### config.mk
export PLATFORM = sky130hd
export DESIGN_NAME = param_digital_lock
export DESIGN_NICKNAME = d
export VERILOG_FILES = /design/src/rtl/param_digital_lock.sv
export SDC_FILE = /design/constraint.sdc
export NUM_CORES = 1
export LEC_CHECK = 0
export ABC_AREA = 1
export BUFFER_PORTS_ARGS = -buffer_cell sky130_fd_sc_hd__buf_4
export CAP_MARGIN = 0
export CORE_ASPECT_RATIO = 0.75
export CORE_MARGIN = 3
export CORE_UTILIZATION = 45
export DETAILED_ROUTE_END_ITERATION = 8
export PLACE_DENSITY = 0.7
export SYNTH_ARGS = -nofsm -noshare
export SYNTH_HDL_FRONTEND = slang
export SYNTH_SLANG_ARGS = --single-unit
### constraint.sdc
create_clock -name clk -period 3.7 [get_ports clk]
set_clock_uncertainty 0.2 [all_clocks]
set_input_delay 0.555 -clock clk [delete_from_list [all_inputs] [get_ports clk]]
set_output_delay 0.555 -clock clk [all_outputs]
set_load 0.05 [all_outputs]
### src/rtl/param_digital_lock.sv
// param_digital_lock: reprogrammable NUM_KEYS-key code lock with failed-attempt
// lockout, inactivity auto-relock and a 3-bit state code for the 7-segment decoder.
module param_digital_lock #(
    parameter int NUM_KEYS = 4,
    parameter int CODE_LEN = 4,
    parameter logic [CODE_LEN*$clog2(NUM_KEYS)-1:0] DEFAULT_CODE = {2'd3, 2'd2, 2'd1, 2'd0},
    parameter int MAX_FAIL = 3,
    parameter int LOCKOUT_CYCLES = 1000,
    parameter int RELOCK_CYCLES = 5000
) (
    input  logic                              clk,
    input  logic                              rst,
    input  logic [NUM_KEYS-1:0]               keys,
    input  logic                              prog_en,
    input  logic                              relock,
    output logic                              unlocked,
    output logic                              locked_out,
    output logic [$clog2(CODE_LEN+1)-1:0]     progress,
    output logic [$clog2(MAX_FAIL+1)-1:0]     fail_cnt,
    output logic                              prog_done,
    output logic [2:0]                        state_out
);
    localparam int KEY_W = $clog2(NUM_KEYS);
    localparam int PW = $clog2(CODE_LEN + 1);
    localparam int IW = $clog2(CODE_LEN);
    localparam int FW = $clog2(MAX_FAIL + 1);
    localparam int TMAX = LOCKOUT_CYCLES > RELOCK_CYCLES ? LOCKOUT_CYCLES : RELOCK_CYCLES;
    localparam int TW = $clog2(TMAX + 1);
    localparam logic [TW-1:0] LOCK_LAST = TW'(LOCKOUT_CYCLES - 1);
    localparam logic [TW-1:0] RELOCK_LAST = TW'(RELOCK_CYCLES - 1);
    localparam logic [PW-1:0] LAST_DIGIT = PW'(CODE_LEN - 1);

    typedef enum logic [2:0] {
        S_IDLE     = 3'd0,
        S_ENTRY    = 3'd1,
        S_UNLOCKED = 3'd2,
        S_PROGRAM  = 3'd3,
        S_LOCKOUT  = 3'd4
    } state_t;

    state_t                           r_state, w_state_nx;
    logic [NUM_KEYS-1:0]              r_keys_q;
    logic [CODE_LEN-1:0][KEY_W-1:0]   r_code, w_code_nx, r_shadow, w_shadow_nx;
    logic [PW-1:0]                    r_progress, w_progress_nx;
    logic [FW-1:0]                    r_fail, w_fail_nx, w_fail_inc;
    logic [TW-1:0]                    r_timer, w_timer_nx;
    logic                             r_prog_done, w_prog_done_nx;
    logic [NUM_KEYS-1:0]              w_press;
    logic [KEY_W-1:0]                 w_k;
    logic [IW-1:0]                    w_idx;
    logic                             w_valid, w_any;

    assign w_press    = keys & ~r_keys_q;
    assign w_valid    = $onehot(w_press);
    assign w_any      = |w_press;
    assign w_idx      = r_progress[IW-1:0];
    assign w_fail_inc = r_fail == FW'(MAX_FAIL) ? r_fail : r_fail + FW'(1);

    always_comb begin
        w_k = '0;
        for (int i = 0; i < NUM_KEYS; i++)
            if (w_press[i]) w_k = KEY_W'(i);
    end

    always_comb begin
        w_state_nx     = r_state;
        w_code_nx      = r_code;
        w_shadow_nx    = r_shadow;
        w_progress_nx  = r_progress;
        w_fail_nx      = r_fail;
        w_timer_nx     = r_timer;
        w_prog_done_nx = 1'b0;
        case (r_state)
            S_IDLE: begin
                if (w_valid && w_k == r_code[0]) begin
                    w_state_nx    = S_ENTRY;
                    w_progress_nx = PW'(1);
                end
            end
            S_ENTRY: begin
                if (w_valid && w_k == r_code[w_idx]) begin
                    w_progress_nx = r_progress + PW'(1);
                    if (r_progress == LAST_DIGIT) begin
                        w_state_nx    = S_UNLOCKED;
                        w_progress_nx = '0;
                        w_fail_nx     = '0;
                        w_timer_nx    = '0;
                    end
                end else if (w_any) begin
                    w_fail_nx = w_fail_inc;
                    if (w_fail_inc == FW'(MAX_FAIL)) begin
                        w_state_nx    = S_LOCKOUT;
                        w_progress_nx = '0;
                        w_timer_nx    = '0;
                    end else if (w_valid && w_k == r_code[0]) begin
                        w_progress_nx = PW'(1);
                    end else begin
                        w_state_nx    = S_IDLE;
                        w_progress_nx = '0;
                    end
                end
            end
            S_UNLOCKED: begin
                if (relock) begin
                    w_state_nx = S_IDLE;
                end else if (prog_en) begin
                    w_state_nx    = S_PROGRAM;
                    w_progress_nx = '0;
                end else if (w_any) begin
                    w_timer_nx = '0;
                end else if (r_timer == RELOCK_LAST) begin
                    w_state_nx = S_IDLE;
                end else begin
                    w_timer_nx = r_timer + TW'(1);
                end
            end
            S_PROGRAM: begin
                // the relock timer is deliberately left untouched here
                if (relock) begin
                    w_state_nx    = S_IDLE;
                    w_progress_nx = '0;
                end else if (!prog_en) begin
                    w_state_nx    = S_UNLOCKED;
                    w_progress_nx = '0;
                end else if (w_valid) begin
                    w_shadow_nx[w_idx] = w_k;
                    w_progress_nx      = r_progress + PW'(1);
                    if (r_progress == LAST_DIGIT) begin
                        w_code_nx      = w_shadow_nx;
                        w_prog_done_nx = 1'b1;
                        w_state_nx     = S_UNLOCKED;
                        w_progress_nx  = '0;
                        w_timer_nx     = '0;
                    end
                end
            end
            S_LOCKOUT: begin
                if (r_timer == LOCK_LAST) begin
                    w_state_nx    = S_IDLE;
                    w_fail_nx     = '0;
                    w_progress_nx = '0;
                end else begin
                    w_timer_nx = r_timer + TW'(1);
                end
            end
            default: w_state_nx = S_IDLE;
        endcase
    end

    always_ff @(posedge clk or negedge rst) begin
        if (!rst) begin
            r_state     <= S_IDLE;
            r_keys_q    <= '0;
            r_code      <= DEFAULT_CODE;
            r_shadow    <= '0;
            r_progress  <= '0;
            r_fail      <= '0;
            r_timer     <= '0;
            r_prog_done <= 1'b0;
        end else begin
            r_state     <= w_state_nx;
            r_keys_q    <= keys;
            r_code      <= w_code_nx;
            r_shadow    <= w_shadow_nx;
            r_progress  <= w_progress_nx;
            r_fail      <= w_fail_nx;
            r_timer     <= w_timer_nx;
            r_prog_done <= w_prog_done_nx;
        end
    end

    assign unlocked   = r_state == S_UNLOCKED || r_state == S_PROGRAM;
    assign locked_out = r_state == S_LOCKOUT;
    assign progress   = r_progress;
    assign fail_cnt   = r_fail;
    assign prog_done  = r_prog_done;
    assign state_out  = r_state;
endmodule
==> flow_summary.toml <==
[run_status]
status = "finished clean"

[die]
core_area_um2 = 6470
row_count = 25
fp.dieW_um = 102
initial_core_util_pct = 47.7
die_h_um = 77.8
boundaryPins = 19
die_area_um2 = 7910

[detailed_routing]
met1Wirelength_mm = 4.28
finalWirelength_mm = 8.35
dr.max_layer_used = "met4"
wl_per_cell_um = 14.7
routed_via_density = 5.51
ant_nets = 0
dr_total_vias = 3129
drc = 0
met2_length_mm = 3.12
firstDrtPassIters = 5
wl_met3_um = 846
drt_iter0_drc = 305

[logic_synthesis]
synth_cells = 469
yosys_warnings = 0
ys_ff_latch = 42
syn_area_um2 = 3090
syn_nets = 486
synth_top_cell_area_share_pct = 30.8
ys_seq_area_share_pct = 34.2
synth.avg_cell_area_um2 = 6.59
synth.area.top_cells = "dfrtp_1, nand2_1, nand3_1, nor2_1, o21ai_0"
synth_top_cell_by_area = "dfrtp_1"
synth_cell_types = 37

[timing]
setup_ws_ps = 487
hold_viol = 0
worst_slew_pin_slew_ps = 637
drv_slew = 0
fmax_mhz = 311
finalSetupViolCount = 0
grt_setup_unrepaired = "no"
fin_tns_setup_ps = 0
min_period_ps = 3210
slew_headroom_pct = 57.5
timing.hold.ws_ps = 22.9
fin_crit_sh_pct = 86.8

[place]
place_ws_ps = 223
gp_congestion = 0.936
io_buffer_count = 18
hpwl_mm = 6.22
placed_area_um2 = 3280

[global_route]
grt_pass1_vias = 2791
grt_max_degree = 43
grt_use_total_pct = 22.8
grt_pass1_wl_mm = 14.3
grt-ovfl-total = 0
antenna_found_initial = 0

[cts]
clk-insertion-delay-late_ps = 300
tritoncts = "yes"
postCtsSetupBuffers = 0
path_clk_slew_ps = 90
numCtsBuffers = 5
cts_hold_buffers = 0
cts_root_buf = "clkbuf_8"
numClockSinks = 42
cts.path.max_buffers = 2
htreeDepth = 2
cts-resized-gates = 0

[pwr]
peakVddDrop_mv = 0.146
p_seq_share_pct = 53.6
swShare_pct = 26.1
power_switching_mw = 0.225
pwr_density_cell_nw_per_um2 = 255
p_leak_nw = 1.62
pwr-share-comb_pct = 9.5
p_int_mw = 0.637
p_total_mw = 0.862
p_clk_share_pct = 37.0

[critical_path]
cpMaxStageDelayCell = "fa_1"
critical_path_class = "flip-flop to flip-flop"
crit_path_start_kind = "flip-flop"
path_cells = "inv_1 -> nand2_1 -> inv_1 -> fa_1 -> ha_1 -> ha_1 -> nor2_1 -> nand2_1 -> nor2_8 -> nand3_4 -> nand2_1 -> nand2_1 -> nor2_2 -> inv_2 -> nand2_1 -> nand2_1"
crit_required_ps = 3690
critPathMostFrequentCell = "nand2_1"
r2r_cells = 16
cp-end-kind = "flip-flop"
cp.arrival_ps = 3200
cp_max_fo = 15
rrSetupSlack_ps = 490
worstReg2RegStart = "r_keys_q[3]"
crit_path_max_incr_delay_ps = 420
r2r-end = "progress[0]"

[cells_and_area]
drive_gt1_share_pct = 14.2
area_delta_synth_final_pct = 9.15
layout.nets = 503
n_antenna_cell = 0
final_cell_mix = "nand2_1, nand3_1, nor2_1, dfrtp_1, inv_1"
layout_commonest_cell = "nand2_1"
design_area_um2 = 3370

[min_path]
min_path_type = "input port to asynchronous set/reset pin"

[flow_run]
maxCapViolations = 0
## cell type report
class | instances | area (µm²)
well taps | 81 | 101
fillers | 659 | 3100
clock buffers | 7 | 86.3
repair buffers | 21 | 158
multi-input cells | 361 | 1760
clock inverters | 1 | 8.76
flip-flops and latches | 42 | 1060
inverters | 55 | 209
## per-stage QoR
step                      util, %  cells
after floorplan                 -    469
after global routing         52.1    568
final                        52.1    568
after global placement       50.6    560
after CTS                    52.1    568
after detailed placement     50.6    560
## state kept, by name, summed over array words and instances (netlist names)
register,count
progress,3
fail_cnt,2
r_code,8
r_timer,13
r_shadow,8
r_keys_q,4
prog_done,1
state_out,3
## logic make-up after synthesis
logic type	synth area share, %
adders and majority gates	3.89
and+or+nand+nor	42.4
AOI/OAI and AO/OA	10.5
buffers and inverters	9.07
DFF	34.2
## power by group through the flow
stage                     registers, mW  logic, mW  clock network (mW)
after global routing              0.462     0.0912               0.355
after detailed placement          0.471     0.0816                   0
after global placement            0.471     0.0804                   0
after CTS                         0.462     0.0821               0.328
after floorplan                   0.471     0.0513                   0
final                             0.462     0.0817               0.319
## Yosys cell counts, drive strengths merged
library cell	number
nand2	152
nand3	59
nor2	57
inv	53
o21ai	43
dfrtp	38
nand4	11
a21oi	10
nor3	10
buf	8
ha	8
dfstp	4
a31oi	3
clkbuf	3
clkinv	2
nand3b	2
a211oi	1
and3	1
fa	1
nor4	1
o211ai	1
o22ai	1
## layer usage
metal | vias up | global-route usage [%]
met5 | - | 0
met4 | 0 | 5.98
met3 | 11 | 4.13
met2 | 153 | 28.8
met1 | 1399 | 38.1
li1 | 1566 | -
## critical path: cells and delay by family, from the launching register on
family | cells | cell delay, ps
simple gates | 10 | 1400
fa+ha+maj | 3 | 900
buf+inv | 3 | 220
flops | 1 | 370
## worst max-delay path by stage
| stage | start | end | slack [ps] | cells after the start |
|---|---|---|---|---|
| after floorplan | keys[3] | r_timer[6] | 650 | 16 |
| after global placement | keys[0] | progress[1] | 280 | 16 |
| after detailed placement | keys[3] | progress[0] | 220 | 16 |
| after CTS | r_keys_q[3] | progress[0] | 490 | 16 |
| after global routing | r_keys_q[3] | progress[0] | 310 | 16 |
| final | r_keys_q[3] | progress[0] | 490 | 16 |
Power figures use the tool's default switching activity.
